--- src/rtl/seg7_scan_decoder.sv ---
// Scanned 7-segment display decoder: debounces each digit strobe, assembles 4-digit
// frames and publishes a BCD value once CONFIRM identical clean frames are seen.
// Optional decimal-point capture is enabled with SEG7_DP_EN.
//
// state   | meaning
// COLLECT | gathering digit captures until all four positions are seen
// EVAL    | one-cycle frame judgement (error / match counting / output load)
module seg7_scan_decoder #(
    parameter int STABLE_CYC = 4,
    parameter int CONFIRM    = 2
) (
    input  logic        clk,
    input  logic        rst_n,
    input  logic [6:0]  seg_in,
    input  logic [3:0]  dig_sel,
`ifdef SEG7_DP_EN
    input  logic        dp_in,
    output logic [3:0]  dp_out,
`endif
    output logic [15:0] bcd_out,
    output logic        valid,
    output logic        frame_err
);

`ifdef SEG7_DP_EN
    localparam int SW = 12;
    localparam int FW = 20;
`else
    localparam int SW = 11;
    localparam int FW = 16;
`endif

    localparam logic [7:0] CAP_CNT = 8'(STABLE_CYC - 2);
    localparam logic [7:0] SAT_CNT = 8'(STABLE_CYC - 1);
    localparam logic [3:0] CONF    = 4'(CONFIRM);

    typedef enum logic {COLLECT, EVAL} state_t;

    state_t          state;
    logic [SW-1:0]   samp, prev_samp;
    logic [7:0]      stab_cnt;
    logic [15:0]     digit_q;
    logic [FW-1:0]   frame, prev_frame;
    logic [3:0]      seen;
    logic            bad;
    logic [3:0]      match_cnt;
    logic            onehot, same, capture, load_en;
    logic [1:0]      pos;
    logic [4:0]      dec;

`ifdef SEG7_DP_EN
    logic [3:0]      dpd_q;
    assign samp  = {dp_in, dig_sel, seg_in};
    assign frame = {dpd_q, digit_q};
`else
    assign samp  = {dig_sel, seg_in};
    assign frame = digit_q;
`endif

    // Returns {illegal, value}
    function automatic logic [4:0] decode(input logic [6:0] s);
        case (s)
            7'b1111110: decode = 5'h00;
            7'b0110000: decode = 5'h01;
            7'b1101101: decode = 5'h02;
            7'b1111001: decode = 5'h03;
            7'b0110011: decode = 5'h04;
            7'b1011011: decode = 5'h05;
            7'b1011111: decode = 5'h06;
            7'b1110000: decode = 5'h07;
            7'b1111111: decode = 5'h08;
            7'b1111011: decode = 5'h09;
            default:    decode = 5'h10;
        endcase
    endfunction

    always_comb begin
        onehot  = (dig_sel != 4'b0000) && ((dig_sel & (dig_sel - 4'd1)) == 4'b0000);
        same    = (samp == prev_samp);
        // stab_cnt holds (cycles held - 1), so this fires on the STABLE_CYC-th cycle only
        capture = same && onehot && (stab_cnt == CAP_CNT);
        dec     = decode(seg_in);
        case (dig_sel)
            4'b0001: pos = 2'd0;
            4'b0010: pos = 2'd1;
            4'b0100: pos = 2'd2;
            default: pos = 2'd3;
        endcase
        load_en = 1'b0;
        if (state == EVAL && !bad) begin
            if (frame == prev_frame)
                load_en = (match_cnt != CONF) && ((match_cnt + 4'd1) == CONF);
            else
                load_en = (CONF == 4'd1);
        end
    end

    always_ff @(posedge clk or negedge rst_n) begin
        if (!rst_n) begin
            prev_samp <= '0;
            stab_cnt  <= '0;
        end else begin
            prev_samp <= samp;
            if (same && onehot) begin
                if (stab_cnt != SAT_CNT)
                    stab_cnt <= stab_cnt + 8'd1;
            end else begin
                stab_cnt <= '0;
            end
        end
    end

    always_ff @(posedge clk or negedge rst_n) begin
        if (!rst_n) begin
            state      <= COLLECT;
            digit_q    <= '0;
            seen       <= '0;
            bad        <= 1'b0;
            prev_frame <= '0;
            match_cnt  <= '0;
            bcd_out    <= '0;
            valid      <= 1'b0;
            frame_err  <= 1'b0;
`ifdef SEG7_DP_EN
            dpd_q      <= '0;
            dp_out     <= '0;
`endif
        end else begin
            valid     <= 1'b0;
            frame_err <= 1'b0;
            case (state)
                COLLECT: begin
                    if (capture) begin
                        seen <= seen | dig_sel;
                        if (dec[4])
                            bad <= 1'b1;
                        else
                            digit_q[{pos, 2'b00} +: 4] <= dec[3:0];
`ifdef SEG7_DP_EN
                        dpd_q[pos] <= dp_in;
`endif
                        if ((seen | dig_sel) == 4'b1111)
                            state <= EVAL;
                    end
                end
                EVAL: begin
                    state <= COLLECT;
                    seen  <= '0;
                    bad   <= 1'b0;
                    if (bad) begin
                        frame_err <= 1'b1;
                        match_cnt <= '0;
                    end else if (frame == prev_frame) begin
                        if (match_cnt != CONF)
                            match_cnt <= match_cnt + 4'd1;
                    end else begin
                        prev_frame <= frame;
                        match_cnt  <= 4'd1;
                    end
                    if (load_en) begin
                        bcd_out <= digit_q;
                        valid   <= 1'b1;
`ifdef SEG7_DP_EN
                        dp_out  <= dpd_q;
`endif
                    end
                end
                default: state <= COLLECT;
            endcase
        end
    end

endmodule

--- config.mk ---
export PLATFORM = sky130hd
export DESIGN_NAME = seg7_scan_decoder
export DESIGN_NICKNAME = d
export VERILOG_FILES = /design/src/rtl/seg7_scan_decoder.sv
export SDC_FILE = /design/constraint.sdc
export NUM_CORES = 1
export LEC_CHECK = 0
export ABC_AREA = 1
export CORE_ASPECT_RATIO = 1.2
export CORE_MARGIN = 10
export CORE_UTILIZATION = 53
export CTS_BUF_LIST = sky130_fd_sc_hd__clkbuf_16
export DETAILED_ROUTE_END_ITERATION = 7
export GPL_TIMING_DRIVEN = 1
export PLACE_DENSITY = 0.76
export SLEW_MARGIN = 10
export SYNTH_ARGS = -nofsm -noshare
export SYNTH_HDL_FRONTEND = slang
export SYNTH_SLANG_ARGS = --single-unit
--- constraint.sdc ---
create_clock -name clk -period 1.7 [get_ports clk]
set_clock_uncertainty 0.05 [all_clocks]
set_input_delay 0.17 -clock clk [delete_from_list [all_inputs] [get_ports clk]]
set_output_delay 0.17 -clock clk [all_outputs]
set_load 0.02 [all_outputs]
# Word-level counts from Yosys, hierarchy flattened
# Index checks and enable logic that the tools add are counted.
[op_classes]
add_sub_neg = 4
n_eq_ne = 24
shifts = 2
mux = 22
bitwise = 6
reduce_logical = 13
[op_table]
columns = ["op", "count"]
rows = [
  ["$eq A7 B7 Y1 const B", 8],
  ["$pmux W5 S10", 1],
  ["$bwmux W16", 1],
  ["$eq A16 B16 Y1", 1],
  ["$mux W4", 4],
  ["$mux W8", 2],
  ["$shift A4 B6 Y16 const A", 1],
  ["$shiftx A4 B6 Y16", 1],
  ["$eq A7 B6 Y1 const B", 2],
  ["$eq A11 B11 Y1", 1],
  ["$mux W1", 10],
  ["$add A8 B1 Y8 const B", 1],
  ["$eq A4 B2 Y1 const B", 2],
  ["$eq A8 B2 Y1 const B", 1],
  ["$ne A8 B2 Y1 const B", 1],
  ["$pmux W4 S2", 1],
  ["$neg A4 Y6", 1],
  ["$pmux W2 S3", 1],
  ["$reduce_and A2 Y1", 3],
  ["$reduce_and A3 Y1", 2],
  ["$logic_and A1 B1 Y1", 5],
  ["$add A4 B1 Y4 const B", 1],
  ["$and A4 B4 Y4", 1],
  ["$eq A4 B1 Y1 const B", 1],
  ["13 further kinds", 18],
]
[word_totals]
register_bits = 79

# Longest topological paths before layout
[depth]
word_depth = 8
depth_mapped = 13

# Least setup slack after synthesis
# No wires, ideal clock.
[synth_path]
path_type = "register to register"
from = "register match_cnt[0]"
to = "register bcd_out[10]"
setup_time_ns = 0.118
t_arrival_ns = 1.498
path_slack_ns = 0.034
path_stages_with_launch = 10
n_path_buf = 1
synth_period_minus_slack_ns = 1.666
cell_sequence = "dfrtp_1 -> inv_1 -> ha_1 -> a21oi_2 -> nand3_1 -> nor2_2 -> nand4_4 -> buf_4 -> nand2_1 -> o21ai_2"
[synth_via]
elab_chain_len = 6
[synth_lines]
columns = ["item", "line_no", "source"]
rows = [
  ["start, declared", "46", "logic [3:0] match_cnt;"],
  ["start signal, assigned", "155", "match_cnt <= match_cnt + 4'd1;"],
  ["$add A4 B1 Y4", "92", "load_en = (match_cnt != CONF) && ((match_cnt + 4'd1) == CONF);"],
  ["$eq A4 B2 Y1", "92", ""],
  ["$logic_and A1 B1 Y1 *", "92", ""],
  ["$mux W1 *", "91", "if (frame == prev_frame)"],
  ["$mux W1 *", "90", "if (state == EVAL && !bad) begin"],
  ["$reduce_and A2 Y1 (no line) *", "n/a", ""],
  ["end signal, assigned", "161", "bcd_out <= digit_q;"],
  ["end, declared", "20", "output logic [15:0] bcd_out,"],
]
# Every way passes the cells marked *; elsewhere a longest branch is shown, timed or not.
# A chain may end at the register's enable or synchronous reset.

# Worst setup path after layout
[layout_path]
from = "register prev_frame[12]"
to = "register prev_frame[6]"
[layout_via]
elab_chain_len = 3
[layout_lines]
columns = ["item", "line_no", "source"]
rows = [
  ["start, declared", "43", "logic [FW-1:0] frame, prev_frame;"],
  ["start signal, assigned", "157", "prev_frame <= frame;"],
  ["$eq A16 B16 Y1", "153", "end else if (frame == prev_frame) begin"],
  ["$not A1 Y1 (no line)", "n/a", ""],
  ["$reduce_and A3 Y1 (no line)", "n/a", ""],
]
# No other way between the ends.

==> run summary <==
Fill cells: 521
Post-route setup TNS: -1.649 ns
Largest net degree at the start of global routing: 34
Share of post-route cells with drive strength above 1: 0.2853
Total track usage: 0.1603
Area Overhead vs Synth: 38.26%
Crit path DAT: 2.02 ns
Die area: 11,970 um^2
CP max stage delay: 0.41 ns
Synth warnings: 0
Die H: 117.9 um
Vias in the first global route: 3,775
Fin crit period: 1.826 ns
Width of the die: 101.6 um
Max-slew headroom: 0.7246
DRC: 0
Yosys reg bits: 79
I/O Pins: 31
Crit Path Max Fanout: 8
Total core area: 7751 um^2
CTS tree: yes
Crit-path cells: xor2_1 > nor2_1 > nand2_2 > nor2_4 > nand2_2 > nand3_4 > buf_12 > nand2_1 > o21ai_1
Vias: 3,877
Most frequent cells in the layout: nand2_1 (141), dfrtp_1 (77), inv_1 (67), nor2_1 (59), buf_4 (56)
Crit share post-route: 1.074
Router iterations before antenna repair: 6
Crit-path most repeated cell: nand2_2
Hold Path Class: input pin to flop
Final hold viol count: 0
WP buf/inv: 1
Total number of placement rows: 35
Syn avg cell area: 7.694 um^2
Placer Congestion: 0.8989
Final wirelength: 10,680 um
Port bufs: 30
Delay-heaviest family, CP: simple AND/OR/NAND/NOR gates
Setup crit start kind: flop
Starting density of the core: 0.5459
Hpwl dp: 6759 um
Worst-Margin Slew: 0.4131 ns
Sink Count: 79
Highest clock rate: 0.5476 GHz
Failing checks: setup timing
Worst skew pair latency: 0.33 ns
Fin nets: 668
Status: complete, but fails checks
Antenna cells: 0
Distinct cells, synth: 28
Max-slew violations: 0
CTS max path bufs: 2
Initial antenna violation count: 0
Crit path kind: flop to flop
Sequential cell area: 1979 um^2
Synthesized area: 4232 um^2
Global-route wire length before repair: 15,990 um
GRT overflow: 0
CTS Buf Count: 9
Area of the multi-input gates: 2212 um^2
Post-synth net total: 571
Post-synthesis cell count: 550
Pwr/cell area: 731.8 nW/um^2
Final WS setup: -0.1263 ns
Worst path slowest cell: dfrtp_1
ANT nets after route: 0
LEAKAGE: 3.051 nW
Clk slew on worst S/H paths: 0.06 ns
Via density: 5.211
Most common cell after layout, fill and taps aside: nand2_1
Sequential area share after synthesis: 0.4672
Max cap viols: 0
RSZ-0062 raised after global routing: yes
CTS root buffer: clkbuf_16
WL/cell: 14.36 um
Htree depth: 3
Worst setup EP type: flop
Final core utilization: 0.7548
DRT iter0 DRCs: 140
Final setup fails: 31
Critical Path RT: 1.89 ns
Max IR drop VDD: 0.5699 mV
-- cell families after synthesis --
family                   count (synthesis)  synth area share
flip-flops                              79            0.4672
XOR/XNOR                                17           0.03519
AO/OA/AOI/OAI                           56           0.08220
AND/OR/NAND/NOR                        305            0.3069
buffers and inverters                   85           0.08486
adder cells (fa/ha/maj)                  8           0.02366
-- cells in the mapped netlist, drive strengths merged --
cell    count  share of area
a21oi      14          0.017
xor2       14          0.029
or2         1         0.0015
nand4      18          0.030
nor4        1         0.0015
nand3b      1         0.0018
o21ai      41          0.063
buf        10          0.018
nand2     173           0.15
nand3      31          0.041
nor3        3         0.0035
dfrtp      79           0.47
nor2       77          0.074
xnor2       3         0.0062
inv        75          0.067
ha          8          0.024
o221ai      1         0.0021
-- worst paths after layout --
path / endpoint / start / slack [ns] / cells past startpoint
min in group asynchronous: valid$_DFF_PN0_ / rst_n / 0.27 / 2
max reg2reg: prev_frame[6]$_DFFE_PN0P_ / prev_frame[12]$_DFFE_PN0P_ / -0.13 / 9
min: prev_samp[1]$_DFF_PN0_ / seg_in[1] / 0.007 / 1
min reg2reg: bcd_out[15]$_DFFE_PN0P_ / bcd_out[15]$_DFFE_PN0P_ / 0.43 / 2
max: prev_frame[6]$_DFFE_PN0P_ / prev_frame[12]$_DFFE_PN0P_ / -0.13 / 9
max in group asynchronous: prev_samp[9]$_DFF_PN0_ / rst_n / 0.76 / 3
-- worst register-to-register path: cells and delay by family, from the launching register on --
kind / cells / cell delay [ns]
flops: 1 / 0.41
buf+inv: 1 / 0.16
compound gates: 1 / 0.12
xor+xnor: 1 / 0.18
simple gates: 6 / 0.82
-- layout make-up --
class                      instances  share of cell area
timing repair buffer              96              0.1608
sequential                        79              0.3383
inverter                          75             0.04812
multi-input combinational        386              0.3781
clock inverter                     7             0.01647
clock buffer                       9             0.03849
tap                               92             0.01967
-- repair_timing --
item / 4_1_cts / 5_1_grt
setup buffers: 3 / 4
gates cloned: 0 / 5
endpoints found under the hold margin: 30 / 0
endpoints found under the setup margin: 53 / 58
hold buffers: 1 / 0
pin swaps: 2 / 33
resized for setup: 21 / 97
-- flip-flops by register name, summed over array words and instances, names as in the netlist --
name,count
prev_samp,11
match_cnt,4
stab_cnt,8
state,1
bad,1
bcd_out,16
frame_err,1
prev_frame,16
digit_q,16
seen,4
valid,1
-- where the power goes --
part / leakage [nW] / internal (mW) / total [mW] / switching (mW)
logic: 1.83 / 0.117 / 0.298 / 0.181
registers: 1.08 / 1.89 / 1.90 / 0.00793
clock network: 0.148 / 1.29 / 2.08 / 0.794
total: 3.05 / 3.30 / 4.28 / 0.983
-- layer usage --
layer,GRT usage,share of wire,up-vias
li1,-,-,1920
met1,0.1767,0.39,1857
met2,0.2863,0.54,78
met3,0.03582,0.042,22
met4,0.06093,0.024,0
met5,0,0,-
-- per-stage QoR --
step	power [mW]	setup slack, ns	instance area (um^2)	hold slack (ns)	std cells
2_1_floorplan	2.053	0.03423	4232	-0.1756	550
4_1_cts	4.275	-0.01927	5433	0.1393	735
5_1_grt	4.398	-0.2361	5851	0.02382	744
6_report	4.282	-0.1263	5851	0.007433	744
3_3_place_gp	2.212	-0.5114	5015	0.08051	715
3_5_place_dp	2.220	-0.5624	5015	0.08394	715
No activity file was read; power rests on OpenSTA's default activity.
